**src/rtl/slave_out_port_pkg.sv**
```systemverilog
// Shared definitions for the slave-side serial read-data port.
// Holds the FSM encoding, the default word width and the bit order used by master_in_port.
package slave_out_port_pkg;

   typedef enum logic [1:0] {
      IDLE           = 2'd0,
      WAIT_HANDSHAKE = 2'd1,
      SEND_DATA      = 2'd2
   } state_t;

   localparam int DEF_DATA_LEN = 8;

   // Both ends of the link must agree; master_in_port imports the same constant.
   localparam bit LSB_FIRST = 1'b1;

endpackage

```
**src/rtl/slave_out_shifter.sv**
```systemverilog
// Parallel-in serial-out shifter; tx_data is the registered current bit.
// clr has priority over load, which has priority over shift.
module slave_out_shifter
   import slave_out_port_pkg::*;
#(
   parameter int W = DEF_DATA_LEN
) (
   input  logic         clk,
   input  logic         reset,
   input  logic         clr,
   input  logic         load,
   input  logic         shift,
   input  logic [W-1:0] data_in,
   output logic         tx_data
);

   logic [W-1:0] sreg;
   logic [W-1:0] nxt;

   assign nxt = LSB_FIRST ? (sreg >> 1) : (sreg << 1);

   always_ff @(posedge clk) begin
      if (reset || clr) begin
         sreg    <= '0;
         tx_data <= 1'b0;
      end else if (load) begin
         sreg    <= data_in;
         tx_data <= LSB_FIRST ? data_in[0] : data_in[W-1];
      end else if (shift) begin
         sreg    <= nxt;
         tx_data <= LSB_FIRST ? nxt[0] : nxt[W-1];
      end
   end

endmodule

```
**src/rtl/slave_out_port.sv**
```systemverilog
// Slave-side serial transmitter: valid/ready handshake, then the word LSB-first on tx_data.
// Define SLAVE_OUT_HS_TIMEOUT_EN to add a handshake timeout with a tx_abort pulse.
module slave_out_port
   import slave_out_port_pkg::*;
#(
   parameter int DATA_LEN = DEF_DATA_LEN,
   parameter int TIMEOUT  = 255
) (
   input  logic                clk,
   input  logic                reset,
   input  logic                send_en,
   input  logic [DATA_LEN-1:0] data_in,
   input  logic                master_ready,
   output logic                slave_valid,
   output logic                tx_data,
   output logic                tx_done,
`ifdef SLAVE_OUT_HS_TIMEOUT_EN
   output logic                tx_abort,
`endif
   output logic                busy
);

   localparam int CW = $clog2(DATA_LEN + 1);

   if (DATA_LEN < 1) begin : g_bad_len
      $error("slave_out_port: DATA_LEN must be at least 1");
   end
   if (TIMEOUT < 1) begin : g_bad_timeout
      $error("slave_out_port: TIMEOUT must be at least 1");
   end

   state_t        state, state_n;
   logic [CW-1:0] count, count_n;
   logic          valid_n, busy_n, done_n;
   logic          ld, sh, clr;

`ifdef SLAVE_OUT_HS_TIMEOUT_EN
   localparam int TW = $clog2(TIMEOUT + 1);
   logic [TW-1:0] wcnt, wcnt_n;
   logic          abort_n;
`endif

   slave_out_shifter #(.W(DATA_LEN)) u_shifter (
      .clk     (clk),
      .reset   (reset),
      .clr     (clr),
      .load    (ld),
      .shift   (sh),
      .data_in (data_in),
      .tx_data (tx_data)
   );

   always_ff @(posedge clk) begin
      if (reset) begin
         state       <= IDLE;
         count       <= '0;
         slave_valid <= 1'b0;
         busy        <= 1'b0;
         tx_done     <= 1'b0;
      end else begin
         state       <= state_n;
         count       <= count_n;
         slave_valid <= valid_n;
         busy        <= busy_n;
         tx_done     <= done_n;
      end
   end

`ifdef SLAVE_OUT_HS_TIMEOUT_EN
   always_ff @(posedge clk) begin
      if (reset) begin
         wcnt     <= '0;
         tx_abort <= 1'b0;
      end else begin
         wcnt     <= wcnt_n;
         tx_abort <= abort_n;
      end
   end
`endif

   always_comb begin
      state_n = state;
      count_n = count;
      valid_n = slave_valid;
      busy_n  = busy;
      done_n  = 1'b0;
      ld      = 1'b0;
      sh      = 1'b0;
      clr     = 1'b0;
`ifdef SLAVE_OUT_HS_TIMEOUT_EN
      wcnt_n  = wcnt;
      abort_n = 1'b0;
`endif
      case (state)
         IDLE: begin
            if (send_en) begin
               ld      = 1'b1;
               valid_n = 1'b1;
               busy_n  = 1'b1;
               count_n = CW'(1);
               state_n = WAIT_HANDSHAKE;
`ifdef SLAVE_OUT_HS_TIMEOUT_EN
               wcnt_n  = '0;
`endif
            end
         end
         WAIT_HANDSHAKE: begin
            // The master samples bit 0 on this edge, so bit 1 goes out next.
            if (slave_valid && master_ready) begin
               valid_n = 1'b0;
               if (DATA_LEN == 1) begin
                  clr     = 1'b1;
                  done_n  = 1'b1;
                  busy_n  = 1'b0;
                  count_n = '0;
                  state_n = IDLE;
               end else begin
                  sh      = 1'b1;
                  state_n = SEND_DATA;
               end
            end
`ifdef SLAVE_OUT_HS_TIMEOUT_EN
            else if (wcnt == TW'(TIMEOUT - 1)) begin
               clr     = 1'b1;
               abort_n = 1'b1;
               valid_n = 1'b0;
               busy_n  = 1'b0;
               count_n = '0;
               state_n = IDLE;
            end else begin
               wcnt_n = wcnt + 1'b1;
            end
`endif
         end
         SEND_DATA: begin
            // count tracks the index of the bit currently on tx_data.
            if (count == CW'(DATA_LEN - 1)) begin
               clr     = 1'b1;
               done_n  = 1'b1;
               busy_n  = 1'b0;
               count_n = '0;
               state_n = IDLE;
            end else begin
               sh      = 1'b1;
               count_n = count + 1'b1;
            end
         end
         default: begin
            clr     = 1'b1;
            valid_n = 1'b0;
            busy_n  = 1'b0;
            count_n = '0;
            state_n = IDLE;
         end
      endcase
   end

endmodule
```
**config.mk**
```make
export PLATFORM = sky130hd
export DESIGN_NAME = slave_out_port
export DESIGN_NICKNAME = d
export VERILOG_FILES = /design/src/rtl/slave_out_port_pkg.sv /design/src/rtl/slave_out_shifter.sv /design/src/rtl/slave_out_port.sv
export SDC_FILE = /design/constraint.sdc
export NUM_CORES = 1
export LEC_CHECK = 0
export ABC_AREA = 1
export ABC_CLOCK_PERIOD_IN_PS = 1500
export BUFFER_PORTS_ARGS = -buffer_cell sky130_fd_sc_hd__buf_4
export CAP_MARGIN = 40
export CORE_MARGIN = 2
export CORE_UTILIZATION = 45
export CTS_BUF_LIST = sky130_fd_sc_hd__clkbuf_4 sky130_fd_sc_hd__clkbuf_8
export DETAILED_ROUTE_END_ITERATION = 6
export GPL_TIMING_DRIVEN = 1
export HOLD_SLACK_MARGIN = 0.15
export PLACE_DENSITY = 0.75
export REMOVE_ABC_BUFFERS = 1
export SETUP_SLACK_MARGIN = 0.4
export SYNTH_ARGS = -nofsm -noshare
export SYNTH_HDL_FRONTEND = slang
export SYNTH_HIERARCHICAL = 1
export SYNTH_SLANG_ARGS = --single-unit
```
**constraint.sdc**
```tcl
create_clock -name clk -period 1.5 [get_ports clk]
set_input_delay 0.075 -clock clk [delete_from_list [all_inputs] [get_ports clk]]
set_output_delay 0.075 -clock clk [all_outputs]
set_load 0.005 [all_outputs]
```
# ---- Yosys cells after proc, flatten, opt, wreduce, memory -nomap -nowiden
# Cells that the tools add are included.
dict set report word_totals {
  in_bits 12
  elab_cells 49
  register_bits 18
  out_inout_bits 4
}
dict set report op_classes {
  reduce_logical 10
  n_bitwise 2
  n_eq_ne 6
  add_sub_neg 1
  mux 23
}
# cell n
set op_table {}
lappend op_table {{two-way mux 8 bit} 2}
lappend op_table {{case mux 4 bit (3 select lines)} 1}
lappend op_table {{two-way mux 1 bit} 10}
lappend op_table {{AND reduction 3 bit} 3}
lappend op_table {{two-way mux 4 bit} 2}
lappend op_table {{two-way mux 2 bit} 3}
lappend op_table {{inequality test 2 bit, second input constant} 3}
lappend op_table {{case mux 1 bit (3 select lines)} 2}
lappend op_table {{case mux 2 bit (3 select lines)} 1}
lappend op_table {{adder 4 x 1 -> 4 bit, second input constant} 1}
lappend op_table {{== test 4 x 3 -> 1 bit, second input constant} 1}
lappend op_table {{case mux 1 bit (2 select lines)} 2}
lappend op_table {{OR reduction 2 bit} 2}
lappend op_table {{== test 2 x 1 -> 1 bit, second input constant} 1}
lappend op_table {{== test 2 bit, second input constant} 1}
lappend op_table {{zero test 2 bit} 1}
lappend op_table {{NOT 1 bit} 2}
lappend op_table {{AND reduction 2 bit} 1}
lappend op_table {{nonzero test 2 bit} 1}
lappend op_table {{logical AND 1 bit} 1}
lappend op_table {{logical OR 1 bit} 1}

# ---- Logic depth before layout (Yosys ltp)
# Gate-level depths: netlist of the first run.
dict set report logic_depth {
  depth_word 5
  mapped_depth 10
  depth_no_buf 9
}

# ---- Cells and area by module
# The synthesis of the first run kept the hierarchy.
# module seq_area_each_um2 area_per_inst_um2 n_inst cells_per_inst
set modules_own_cells {}
lappend modules_own_cells {slave_out_port 180.2 530.5 1 77}
lappend modules_own_cells {slave_out_shifter 160.2 410.4 1 64}

# ---- Worst setup path before layout of the first run
# OpenSTA, ideal clock, no wires.
dict set report synth_timing {
  path_kind {reg2reg}
  startpoint {register count[0]}
  endpoint {register u_shifter.sreg[0]}
  path_buffers 1
  t_required_ps 1391
  path_stages_with_launch 11
  period_less_slack_ps 1396
  arrival_ps 1288
  slack_ps 104
  setup_ps 109
  cell_sequence {dfxtp_1 -> ha_1 -> nand3_1 -> nand2_4 -> a21boi_0 -> buf_4 -> nor2_8 -> nand2_1 -> nand3_1 -> nand2_1 -> inv_1}
}
dict set report synth_between {
  elab_chain_cells 4
  elab_cells_between_ends 7
  cone_classes {1 x eq/ne; 4 x mux; 2 x reduce/logical}
}
# item line_no
set synth_rtl {}
lappend synth_rtl {{from (decl)} slave_out_port.sv:33} ;# logic [CW-1:0] count, count_n;
lappend synth_rtl {{from (signal assigned)} slave_out_port.sv:62} ;# count <= count_n;
lappend synth_rtl {{== test 4 x 3 -> 1 bit} slave_out_port.sv:137} ;# if (count == CW'(DATA_LEN - 1)) begin
lappend synth_rtl {{two-way mux 1 bit} slave_out_port.sv:137}
lappend synth_rtl {{case mux 1 bit (2 select lines)} slave_out_port.sv:94} ;# case (state)
lappend synth_rtl {{via sh} slave_out_port.sv:35} ;# logic ld, sh, clr;
lappend synth_rtl {{nonzero test 2 bit (no source line)} -}
lappend synth_rtl {{to (signal assigned)} slave_out_shifter.sv:27} ;# sreg <= data_in;
lappend synth_rtl {{to (signal assigned)} slave_out_shifter.sv:30} ;# sreg <= nxt;
lappend synth_rtl {{to (decl)} slave_out_shifter.sv:17} ;# logic [W-1:0] sreg;
# The timed path passes the listed nets, and every way through them passes these cells.
# A chain may end at the register's enable or synchronous reset.

# ---- Worst setup path in the final report of the first run
dict set report layout_timing {
  startpoint {register state[0]}
  endpoint {register u_shifter.sreg[6]}
}
dict set report layout_between {
  elab_cells_between_ends 10
  cone_classes {2 x eq/ne; 4 x mux; 4 x reduce/logical}
}
# item line_no
set layout_lines {}
lappend layout_lines {{from (decl)} slave_out_port.sv:32} ;# state_t state, state_n;
lappend layout_lines {{from (signal assigned)} slave_out_port.sv:61} ;# state <= state_n;
lappend layout_lines {{== test 2 bit or == test 2 x 1 -> 1 bit (tied branches)} slave_out_port.sv:94}
lappend layout_lines {{case mux 1 bit (2 select lines) *} slave_out_port.sv:94}
lappend layout_lines {{via sh} slave_out_port.sv:35}
lappend layout_lines {{nonzero test 2 bit (no source line) *} -}
# The timed path passes the listed nets; every way through them passes the cells marked *.

==> run summary, run 1 <==
The post-layout minimum cycle time came out at ~1500 ps. By area the synthesized netlist is led by sky130_fd_sc_hd__dfxtp_1 (36%), sky130_fd_sc_hd__nand2_1 (21%), sky130_fd_sc_hd__inv_1 (8.8%). The number of antenna diodes in the final layout is 0. The cell-internal power came out at 1.41 mW.

The die width is approximately 50 um. At the worst endpoint, the required time is 1740 ps. The detailed-placement wirelength estimate is ~1600 um. The count of H-tree levels built during CTS is 1. The number of maximum-capacitance constraint violations is 0.

Across all layers, the routed design uses about 1k vias. The die footprint came out at approximately 0.0025 sq mm. Setup violations remaining at the end of the flow were counted as 0. The hold violation total from the final report came out at 0.

The total iterations of the first detailed-routing run came out at 4. The CTS buffer count came out at 3. The setup path with the least slack is of type flip-flop to flip-flop. Setup total negative slack on the finished layout was measured at 0 ps.

The total of flip-flops plus latches after synthesis came out at 17. The clock drives 17 sinks. The total count of max-transition violations in the final report came to 0.

The arrival time of the worst setup path came out at about 1700 ps. The maximum vdd ir drop came out at 1.10 mV. The peak fanout along the critical path is 8. The detail route stage leaves a number of antenna-violating nets equal to 0. Setup repair after global routing could not meet its margin everywhere. The Yosys warning count is 6.

In the finished design, the share of the clock period the worst path needs comes to 96.9%. The part of the power in combinational logic came out at around three fifths. The sequential element share of the synthesized area came out at a little over a third. 16 I/O pins were placed.

Power spread over the standard cell area amounts to 1770 mW/mm^2. Each instance of the synthesized netlist takes up on average ~6.7 sq um. Summed over all layers, the routed wires come to approximately 2500 um. Summed over all cells, the static leakage comes to approximately 0.69 nW. In the layout the commonest cells are sky130_fd_sc_hd__nand2_1 (49), sky130_fd_sc_hd__buf_4 (22), sky130_fd_sc_hd__inv_1 (18).

Routability-driven placement finished with a final weighted congestion of about 0.95. The share of post-route cells with drive strength above 1 came out at approximately 40%. The floorplan has 16 rows. The worst setup path is captured at a flip-flop. After the first detailed-routing iteration, the DRC count stood at 42. STA classifies the critical path startpoint as a flip-flop.

The first-pass GRT wire length is 3610 um. The routed wire length per instance is 12.3 um. The actual slew at the worst max-slew pin came out at 216 ps. The clock network power share is around 11%.

The run finished with clean final reports. The clock skew is 9.49 ps. TritonCTS built the clock tree. In this run the worst hold path is classified as primary input to flip-flop. The maximum clock insertion buffer count came out at 2.

The library cell used most frequently in the layout, excluding fill and tap cells, is sky130_fd_sc_hd__nand2_1. The count of buffers added on input and output ports is 15. The clock transition at the registers of the reported paths came out at around 110 ps. Clock latency on the worst-skew pair, taken at its later pin, is approximately 300 ps. The switching power summed over all nets came out at 1.15 mW.

Synthesis handed over a netlist of between 100 and 150 instances. The initial core utilization is a little under half. The remaining global-route overflow is 0. The via count of the first global-routing pass is between 800 and 900.

The library cell with the largest summed area after synthesis is sky130_fd_sc_hd__dfxtp_1. Net switching is 44.7% of the power. Entering global routing, the biggest net connects 10 pins. The post-synthesis cell area is roughly 940 sq um.

The count of different cell masters after synthesis is 19. The initial antenna violation count is 0. In the routed layout, each cell is associated on average with a via count of between 4 and 5. The area of the core is approximately 0.002 sq mm. The area overhead of the layout relative to synthesis came out at 53.7%. The all-layer global routing usage is between 10% and 20%. The area share of the leading cell type in the synthesized netlist came out at between 30% and 40%. The worst hold-check slack is approximately 220 ps.

The proportion of power drawn by flip-flops and latches is 27.5%. Based on the critical path, the design can be clocked at up to ~690 MHz. The post-route DRC violation count came out at 0. The count of nets after finishing is about 190. The die is 49.7 um tall. The tightest slew margin relative to the limit came out at approximately 86%. The cell chosen for the clock root is sky130_fd_sc_hd__clkbuf_4.
==> critical path, stage by stage (launching register included) <==
cell                       delay, ps
sky130_fd_sc_hd__dfxtp_4         400
sky130_fd_sc_hd__inv_4            50
sky130_fd_sc_hd__ha_4            250
sky130_fd_sc_hd__a21boi_4        160
sky130_fd_sc_hd__buf_6           160
sky130_fd_sc_hd__nand2_1          90
sky130_fd_sc_hd__nand2_1         100
sky130_fd_sc_hd__nand2_1          70
sky130_fd_sc_hd__a21oi_2         110
==> layout make-up <==
class	instances	area (sq um)
Multi-Input combinational cell	98	638
Fill cell	141	515
Sequential cell	17	350
Timing Repair Buffer	34	289
Inverter	24	105
Tap cell	27	33.8
Clock buffer	4	30.0
==> logic make-up (layout without fill, tap and decap cells) <==
| logic type | count (synthesis) | count (layout) | share of synthesized area, % |
|---|---|---|---|
| AO/OA/AOI/OAI | 14 | 14 | 8.11 |
| adder cells (fa/ha/maj) | 4 | 4 | 5.32 |
| buffers and inverters | 26 | 62 | 11.8 |
| flip-flops | 17 | 17 | 36.2 |
| AND/OR/NAND/NOR | 80 | 80 | 38.6 |
==> per-layer routing <==
| layer | share of wire, % | vias up | track usage (%) |
|---|---|---|---|
| met3 | 6.5 | 0 | 3.94 |
| met2 | 48 | 37 | 30.9 |
| met5 | 0 | - | 0 |
| li1 | - | 506 | - |
| met4 | 0 | 0 | 10.2 |
| met1 | 45 | 467 | 23.6 |
==> sequential cells by signal, summed over array words and instances (netlist names) <==
| signal | cells |
|---|---|
| u_shifter/sreg | 8 |
| count | 4 |
| state | 2 |
| busy | 1 |
| slave_valid | 1 |
| tx_done | 1 |
==> synth_stat cells (all sizes together) <==
cell / number
a21boi: 1
nand3: 11
nand2: 58
inv: 24
ha: 4
a21oi: 10
dfxtp: 17
o21ai: 3
buf: 2
nor2: 11
==> through the flow <==
| stage | instances | total power [mW] | worst slack [ps] | area, sq um | utilization, % |
|---|---|---|---|---|---|
| after floorplan | 139 | 1.39 | -454 | 922 | - |
| after global placement | 187 | 1.67 | -0.606 | 1110 | 56.8 |
| after detailed placement | 187 | 1.72 | -91.8 | 1110 | 56.8 |
| after CTS | 201 | 2.20 | 125 | 1330 | 67.9 |
| after global routing | 204 | 2.72 | 14.5 | 1450 | 73.7 |
| final | 204 | 2.56 | 47.0 | 1450 | 73.7 |
==> power groups by stage <==
stage / clock network [mW] / logic [mW] / registers (mW)
after CTS: 0.280 / 1.23 / 0.698
after global placement: 0 / 1.02 / 0.655
after global routing: 0.303 / 1.71 / 0.712
after floorplan: 0 / 0.741 / 0.647
final: 0.279 / 1.58 / 0.703
after detailed placement: 0 / 1.06 / 0.660
==> path summary, 6_finish.rpt <==
path / from / to / slack, ps / cells past startpoint
setup reg to reg: state[0]$_SDFFE_PP0P_ / u_shifter/sreg[6]$_SDFFE_PP0P_ / 50 / 8
setup / recovery: state[0]$_SDFFE_PP0P_ / u_shifter/sreg[6]$_SDFFE_PP0P_ / 50 / 8
hold / removal: master_ready / slave_valid$_SDFFE_PP0P_ / 220 / 6
hold reg to reg: u_shifter/sreg[5]$_SDFFE_PP0P_ / u_shifter/sreg[5]$_SDFFE_PP0P_ / 470 / 2
==> repair_timing <==
item                                    CTS  global route
endpoints found under the setup margin   16            16
hold endpoints to repair                 11             0
buffers inserted                          1             3
pin swaps                                 9             8
hold buffers                              9             0
gates resized for setup                  28            24
Power figures use the tool's default switching activity.
==> run 2: changes to the inputs <==
--- a/config.mk
+++ b/config.mk
@@ -15,7 +15,7 @@
 export DETAILED_ROUTE_END_ITERATION = 6
 export GPL_TIMING_DRIVEN = 1
 export HOLD_SLACK_MARGIN = 0.15
-export PLACE_DENSITY = 0.75
+export PLACE_DENSITY = 0.72
 export REMOVE_ABC_BUFFERS = 1
 export SETUP_SLACK_MARGIN = 0.4
 export SYNTH_ARGS = -nofsm -noshare
==> run 2 against run 1 <==
Global-route usage up 0.49 points. Critical path type unchanged. Combinational power is 15% higher. Total power grew 8.1%.
==> run summary, run 2 (synthesized netlist as in run 1, its figures left out) <==
The maximum frequency from static timing analysis came out at 714 MHz (+3.7%). In the layout the commonest cells are sky130_fd_sc_hd__nand2_1 (45), sky130_fd_sc_hd__buf_4 (25), sky130_fd_sc_hd__inv_1 (17). The maximum clock insertion buffer count is 2 (unchanged).

The post-route DRC violation count came out at 0 (unchanged). In this run the critical register-to-register path is captured at u_shifter/sreg[0]$_SDFFE_PP0P_. The total placed instance area is 0.00112 sq mm (+0.67%). The remaining global-route overflow was 0 (unchanged). The area of the core came out at 0.00196 sq mm (unchanged).

The detailed-placement wirelength estimate came out at 1510 um (-4.8%). The leakage power came out at 0.721 nW (+4.1%). The number of antenna-violating nets in the routed design is 0 (unchanged).

The cell-internal power was 1.52 mW (+7.4%). The arrival time of the worst setup path came out at 1590 ps (-100 ps). The pre-CTS setup slack was 1.33 ps (+93.2 ps). The origin of the worst min-delay path is send_en. The flow ran to the end, and the final reports show no timing, DRC or antenna violations. The maximum number of pins on one net before global-route repair came out at 11 (+1). Leaving out fill and tap cells, the most frequent cell in the layout is sky130_fd_sc_hd__nand2_1. The register bank with the most flops is u_shifter/sreg. TritonCTS built the clock tree. The peak fanout along the critical path came to 4 (-4). The hold violation total from the final report was 0 (unchanged). The die width is 49.7 um (unchanged). The worst hold-check slack came out at 251 ps (+27.3 ps). Setup repair after global routing could not meet its margin everywhere. The final worst slack is 99.5 ps (+52.5 ps).

The clock network power share is 8.8% (-2.1 points). The total number of clock tree sinks came out at 17 (unchanged). The number of maximum-capacitance constraint violations came out at 0 (unchanged). The number of flip-flops under the largest register name came out at 8 (unchanged). The post-layout minimum cycle time was 1400 ps (-52.5 ps). The detailed router's first-iteration violation count is 40 (-4.8%). The switching power summed over all nets is 1.25 mW (+9.1%). The die footprint came to 0.00247 sq mm (unchanged).

The maximum vdd ir drop is 1.00 mV (-9.1%). The total number of vias is 1018 (+0.79%). The number of filler instances in the final layout came out at 124 (-12%). The routed wire length per instance came out at 13.2 um (+7.5%). The actual slew at the worst max-slew pin is 289 ps (+73.7 ps). The initial core utilization was 48.0% (unchanged). The total inserted antenna cells is 0 (unchanged). The launch instance of the worst register-to-register path is state[1]$_SDFFE_PP0P_. The part of the power in combinational logic came to 65.9% (+4.2 points).

The number of placed I/O pins is 16 (unchanged). The kind of start point of the critical path is a flip-flop. The number of placement rows is 16 (unchanged). The proportion of power drawn by flip-flops and latches is 25.4% (-2.1 points). The CTS buffer count is 3 (unchanged). The clock skew is 12.1 ps (+2.64 ps). In this run the clock root is driven by a sky130_fd_sc_hd__clkbuf_4.

The kind of capture point of the worst setup path is a flip-flop. The count of cells along the worst register-to-register path is 9 (+1). The largest registers in the layout are u_shifter/sreg (8), count (4), state (2).

The terminating pin of the worst hold path is u_shifter/sreg[1]$_SDFFE_PP0P_. The count of H-tree levels built during CTS is 1 (unchanged). The required time of the critical path came to 1690 ps (-50 ps). The initial antenna violation count was 0 (unchanged). The worst reg-to-reg setup slack came out at 100 ps (+50 ps). The clock transition at the registers of the reported paths came to 110 ps (about the same).

The number of buffers added on ports was 15 (unchanged). The post-route setup TNS came out at 0 ps (unchanged). The power per cell area was 1790 mW/mm^2 (+1.4%).

The via count of the first global-routing pass came out at 926 (+5.2%). The total iterations of the first detailed-routing run is 4 (unchanged). The share of post-route cells with drive strength above 1 came out at 45.6% (+6.6 points).

The clock network latency to the later pin of the worst-skew pair is 290 ps (about the same). The number of vias per cell came out at 4.87 (-1.6%). The path class of the tightest hold or removal check is primary input to flip-flop. The first-pass GRT wire length is 3740 um (+3.6%). The post-layout instance area is 0.00154 sq mm (+6.7%). The die span in y is 49.7 um (unchanged). The tightest slew margin relative to the limit came out at 80.6% (-5.0 points).

The total count of max-transition violations in the final report came out at 0 (unchanged). The setup path with the least slack is of type flip-flop to flip-flop. The number of instances on the worst hold path came out at 6 (unchanged). The final weighted congestion of routability-driven global placement came out at 0.827 (-13%). The area overhead of the layout relative to synthesis came out at 64.0%. The all-layer global routing usage came out at 19.6% (+0.49 points). The final setup violation count came out at 0 (unchanged). The switching share of total power is 45.1% (+0.39 points). The count of nets after finishing is 199 (+2.6%). The ratio of final minimum period to clock period was 93.4% (-3.5 points).

The final wirelength is 2770 um (+10%).
-- run 2: cell types whose count changed in the layout (fill, tap and decap cells not counted), moves of 2 or more --
cell | previous run | this run
sky130_fd_sc_hd__a21oi_1 | 5 | 2
sky130_fd_sc_hd__buf_6 | 3 | 5
sky130_fd_sc_hd__buf_4 | 22 | 25
sky130_fd_sc_hd__nand2_4 | 2 | 5
sky130_fd_sc_hd__nand2_1 | 49 | 45
sky130_fd_sc_hd__inv_2 | 2 | 4
sky130_fd_sc_hd__a21oi_2 | 5 | 7
-- run 2: worst max-delay path by stage --
stage                          start                              to  cells after the start
3_3_place_gp   count[0]$_SDFFE_PP0P_  u_shifter/sreg[5]$_SDFFE_PP0P_                      9
3_5_place_dp   count[0]$_SDFFE_PP0P_  u_shifter/sreg[6]$_SDFFE_PP0P_                      9
4_1_cts        state[0]$_SDFFE_PP0P_  u_shifter/sreg[0]$_SDFFE_PP0P_                      9
6_report       state[1]$_SDFFE_PP0P_  u_shifter/sreg[0]$_SDFFE_PP0P_                      9
5_1_grt        state[0]$_SDFFE_PP0P_  u_shifter/sreg[6]$_SDFFE_PP0P_                      8
2_1_floorplan  count[0]$_SDFFE_PP0P_  u_shifter/sreg[0]$_SDFFE_PP0P_                      8
-- run 2: metrics by stage --
step	util (%)	std cells	power, mW
after floorplan	-	139	1.39
after global placement	57.1	188	1.71
after detailed placement	57.1	188	1.74
after CTS	70.2	205	2.33
after global routing	78.6	209	2.94
final	78.6	209	2.77
-- run 2: cell type report --
class                   instances  area, sq um  area share (%)
clock inverters                 1         5.00           0.324
flip-flops and latches         17          350            22.7
multi-input cells              98          689            44.7
clock buffers                   3         22.5            1.46
well taps                      27         33.8            2.19
inverters                      24          108            6.97
repair buffers                 39          334            21.7
-- run 2: power groups by stage --
stage	sequential [mW]	clock [mW]	combinational, mW
floorplan	0.647	0	0.741
global placement	0.657	0	1.05
detailed placement	0.660	0	1.08
CTS	0.683	0.255	1.39
global route	0.715	0.274	1.96
finish	0.702	0.243	1.82
-- run 2: routing by layer --
layer  up-vias  track usage, %  wire length, um
met4         0            7.87               97
li1        508               -                -
met5         -               0                0
met3        10            3.94               89
met1       472            21.7             1120
met2        28            36.0             1460
-- run 2: critical path, cell delays in order (launching register included) --
cell,delay (ps)
sky130_fd_sc_hd__dfxtp_4,380
sky130_fd_sc_hd__inv_4,50
sky130_fd_sc_hd__ha_4,170
sky130_fd_sc_hd__nor2_1,250
sky130_fd_sc_hd__nand2_2,110
sky130_fd_sc_hd__nand2_1,80
sky130_fd_sc_hd__nor2_2,50
sky130_fd_sc_hd__buf_4,130
sky130_fd_sc_hd__nand2_1,50
sky130_fd_sc_hd__inv_1,30
-- run 2: timing repair --
| action | in CTS | in global routing |
|---|---|---|
| setup buffers | 4 | 4 |
| pin swaps | 15 | 13 |
| cloned | 0 | 0 |
| hold buffers | 9 | 0 |
| hold endpoints to repair | 11 | 0 |
| setup endpoints to repair | 16 | 16 |
| gates resized for setup | 33 | 34 |
==> run 3: changes to the inputs <==
--- a/config.mk
+++ b/config.mk
@@ -16,6 +16,7 @@
 export GPL_TIMING_DRIVEN = 1
 export HOLD_SLACK_MARGIN = 0.15
 export PLACE_DENSITY = 0.72
+export RECOVER_POWER = 100
 export REMOVE_ABC_BUFFERS = 1
 export SETUP_SLACK_MARGIN = 0.4
 export SYNTH_ARGS = -nofsm -noshare
==> run 3 against run 2 <==
Routed wire length about the same. Final cell count did not move. Cell area decreased by 1.5%. Flip-flop and latch count did not move. Critical path depth unchanged. Via count rose by 0.49%. Clock skew is 1.2 ps lower. Largest cell class unchanged. Critical path type unchanged.
==> run summary, run 3 (synthesized netlist as in run 1, its figures left out) <==
The kind of start point of the critical path is a flip-flop. The leakage power was 0.710 nW (-1.4%). The clock network power share is 9.0% (+0.2 points).

The count of nets after finishing is 199 (unchanged). The all-layer global routing usage is 19.6% (unchanged). The die span in y came out at 49.7 um (unchanged). The cell-internal power came out at 1.47 mW (-3.2%).

The routed wire length per instance came to 13.2 um (about the same). The critical path is of the flip-flop to flip-flop type. The power consumption came out at 2.70 mW (-2.5%). The number of buffers added on ports was 15 (unchanged). The critical path's top delay family is simple AND/OR/NAND/NOR gates. The initial antenna violation count came out at 0 (unchanged).

The total number of vias is 1023 (+0.49%). The maximum clock insertion buffer count was 2 (unchanged). The number of placement rows is 16 (unchanged). The post-route DRC violation count was 0 (unchanged).

Clock tree synthesis selected as its root buffer the cell sky130_fd_sc_hd__clkbuf_4. The number of antenna-violating nets in the routed design came out at 0 (unchanged). The actual slew at the worst max-slew pin is 300 ps (+10.2 ps).

The flow ran to the end, and the final reports show no timing, DRC or antenna violations. The detailed-placement wirelength estimate came out at 1510 um (unchanged). TritonCTS built the clock tree.

The tightest slew margin relative to the limit came out at 80.0% (-0.68 points). The initial core utilization came to 48.0% (unchanged). The non-filler instance count after layout came to 209 (unchanged).

The number of maximum-capacitance constraint violations came out at 0 (unchanged). The worst setup path is captured at a flip-flop. The library cell used most frequently in the layout, excluding fill and tap cells, is sky130_fd_sc_hd__nand2_1. The total count of max-transition violations in the final report came out at 0 (unchanged). The via count of the first global-routing pass came out at 926 (unchanged). The fraction of the core area covered by cells at the end of the flow was 77.4% (-1.2 points). The power per cell area came out at 1780 mW/mm^2 (-1.0%).

The total number of clock tree sinks is 17 (unchanged). The part of the power in combinational logic came to 65.0% (-0.9 points). The maximum number of pins on one net before global-route repair is 11 (unchanged).

The total iterations of the first detailed-routing run came out at 5 (+1). The post-route setup TNS is 0 ps (unchanged). The library cells used most frequently in the layout, excluding fill and tap cells, are sky130_fd_sc_hd__nand2_1 (45), sky130_fd_sc_hd__buf_4 (20), sky130_fd_sc_hd__inv_1 (17). The number of placed I/O pins is 16 (unchanged). The maximum frequency from static timing analysis came out at 708 MHz (-0.84%). The path class of the tightest hold or removal check is primary input to flip-flop. The count of buffering cells on the critical path with inverters included came out at 2 (-1).

The first-pass GRT wire length is 3740 um (unchanged). The die footprint came out at 0.00247 sq mm (unchanged). The final weighted congestion of routability-driven global placement came out at 0.827 (unchanged). The cell count after placement is 188 (unchanged). The switching power summed over all nets came to 1.23 mW (-1.7%). Setup repair after global routing could not meet its margin everywhere. The area of the core came out at 0.00196 sq mm (unchanged).

The total placed instance area came out at 0.00112 sq mm (unchanged). The count of H-tree levels built during CTS is 1 (unchanged). The largest registers in the layout are u_shifter/sreg (8), count (4), state (2).

The final wirelength came to 2770 um (about the same). The final setup violation count is 0 (unchanged). The number of filler instances in the final layout is 130 (+4.8%). The maximum vdd ir drop came to 0.973 mV (-2.8%). The clock transition at the registers of the reported paths came to 110 ps (about the same). The peak fanout along the critical path is 5 (+1). The signal on the critical path passes through inv_4 -> ha_4 -> clkbuf_2 -> nand2_2 -> nand2_8 -> nand2_4 -> nand3_2 -> nand2_1 -> nor2_1. The largest individual stage delay along the critical path comes from the cell sky130_fd_sc_hd__dfxtp_4. The switching share of total power came out at 45.5% (+0.39 points). The detailed router's first-iteration violation count came out at 51 (+28%). The number of flip-flops under the largest register name came to 8 (unchanged). The required time of the critical path came out at 1680 ps (about the same). The number of vias per cell was 4.89 (+0.49%). The die width came out at 49.7 um (unchanged). The share of post-route cells with drive strength above 1 is 45.1% (-0.55 points).

The total inserted antenna cells is 0 (unchanged). The hold violation total from the final report came to 0 (unchanged). The CTS buffer count came out at 3 (unchanged). The clock network latency to the later pin of the worst-skew pair is 290 ps (about the same).

The final worst slack is 87.6 ps (-11.9 ps). The remaining global-route overflow is 0 (unchanged). The pre-CTS setup slack came out at 1.33 ps (unchanged).

The proportion of power drawn by flip-flops and latches is 26.0% (+0.6 points). Compared with the post-synthesis result, the final layout area differs by 61.4%. The register bank with the most flops is u_shifter/sreg.

The clock skew came out at 11.0 ps (-1.16 ps). The post-layout instance area was 0.00152 sq mm (-1.5%). The ratio of final minimum period to clock period is 94.2% (+0.79 points). The worst hold-check slack came out at 252 ps (+1.26 ps). The arrival time of the worst setup path is 1590 ps (about the same). The biggest cell delay along the critical path is 390 ps (about the same). The post-layout minimum cycle time is 1410 ps (+11.9 ps).
-- run 3: cell count changes in the layout (fill, tap and decap cells not counted), sizes merged --
cell | previous run | this run
buf | 30 | 24
clkbuf | 3 | 9
-- run 3: cell type report --
cell class / count / area, sq um / share of cell area, %
Clock buffer: 3 / 22.5 / 1.48
Clock inverter: 1 / 5.00 / 0.329
Inverter: 24 / 108 / 7.08
Multi-Input combinational cell: 98 / 676 / 44.5
Sequential cell: 17 / 350 / 23.1
Tap cell: 27 / 33.8 / 2.22
Timing Repair Buffer: 39 / 324 / 21.3
-- run 3: repair_timing --
action,4_1_cts,5_1_grt
hold buffers,9,0
pin swaps,15,13
setup buffers,4,4
resized for setup,33,34
endpoints found under the hold margin,11,0
endpoints found under the setup margin,16,16
-- run 3: routing by layer --
layer | global-route usage (%) | part of all wire (%) | vias up
met3 | 3.94 | 3.4 | 10
met1 | 21.7 | 40 | 471
li1 | - | - | 511
met4 | 7.87 | 4.0 | 0
met2 | 36.0 | 53 | 31
met5 | 0 | 0 | -
-- run 3: tightest hold or removal path, delay by kind of cell --
kind	cells	cell delay [ps]
buffers and inverters	2	200
AND/OR/NAND/NOR	3	190
AO/OA/AOI/OAI	1	50
-- run 3: path summary, 6_finish.rpt --
kind | slack, ps | cells after the start | start | endpoint
worst max-delay path | 90 | 9 | state[0]$_SDFFE_PP0P_ | state[0]$_SDFFE_PP0P_
worst min-delay path | 250 | 6 | send_en | u_shifter/sreg[1]$_SDFFE_PP0P_
worst max register to register | 90 | 9 | state[0]$_SDFFE_PP0P_ | state[0]$_SDFFE_PP0P_
worst min register to register | 480 | 2 | u_shifter/sreg[3]$_SDFFE_PP0P_ | u_shifter/sreg[3]$_SDFFE_PP0P_
-- run 3: power groups by stage --
stage / registers [mW] / clock network (mW) / logic, mW
floorplan: 0.647 / 0 / 0.741
global placement: 0.657 / 0 / 1.05
detailed placement: 0.660 / 0 / 1.08
CTS: 0.683 / 0.255 / 1.39
global route: 0.715 / 0.274 / 1.88
finish: 0.702 / 0.243 / 1.75
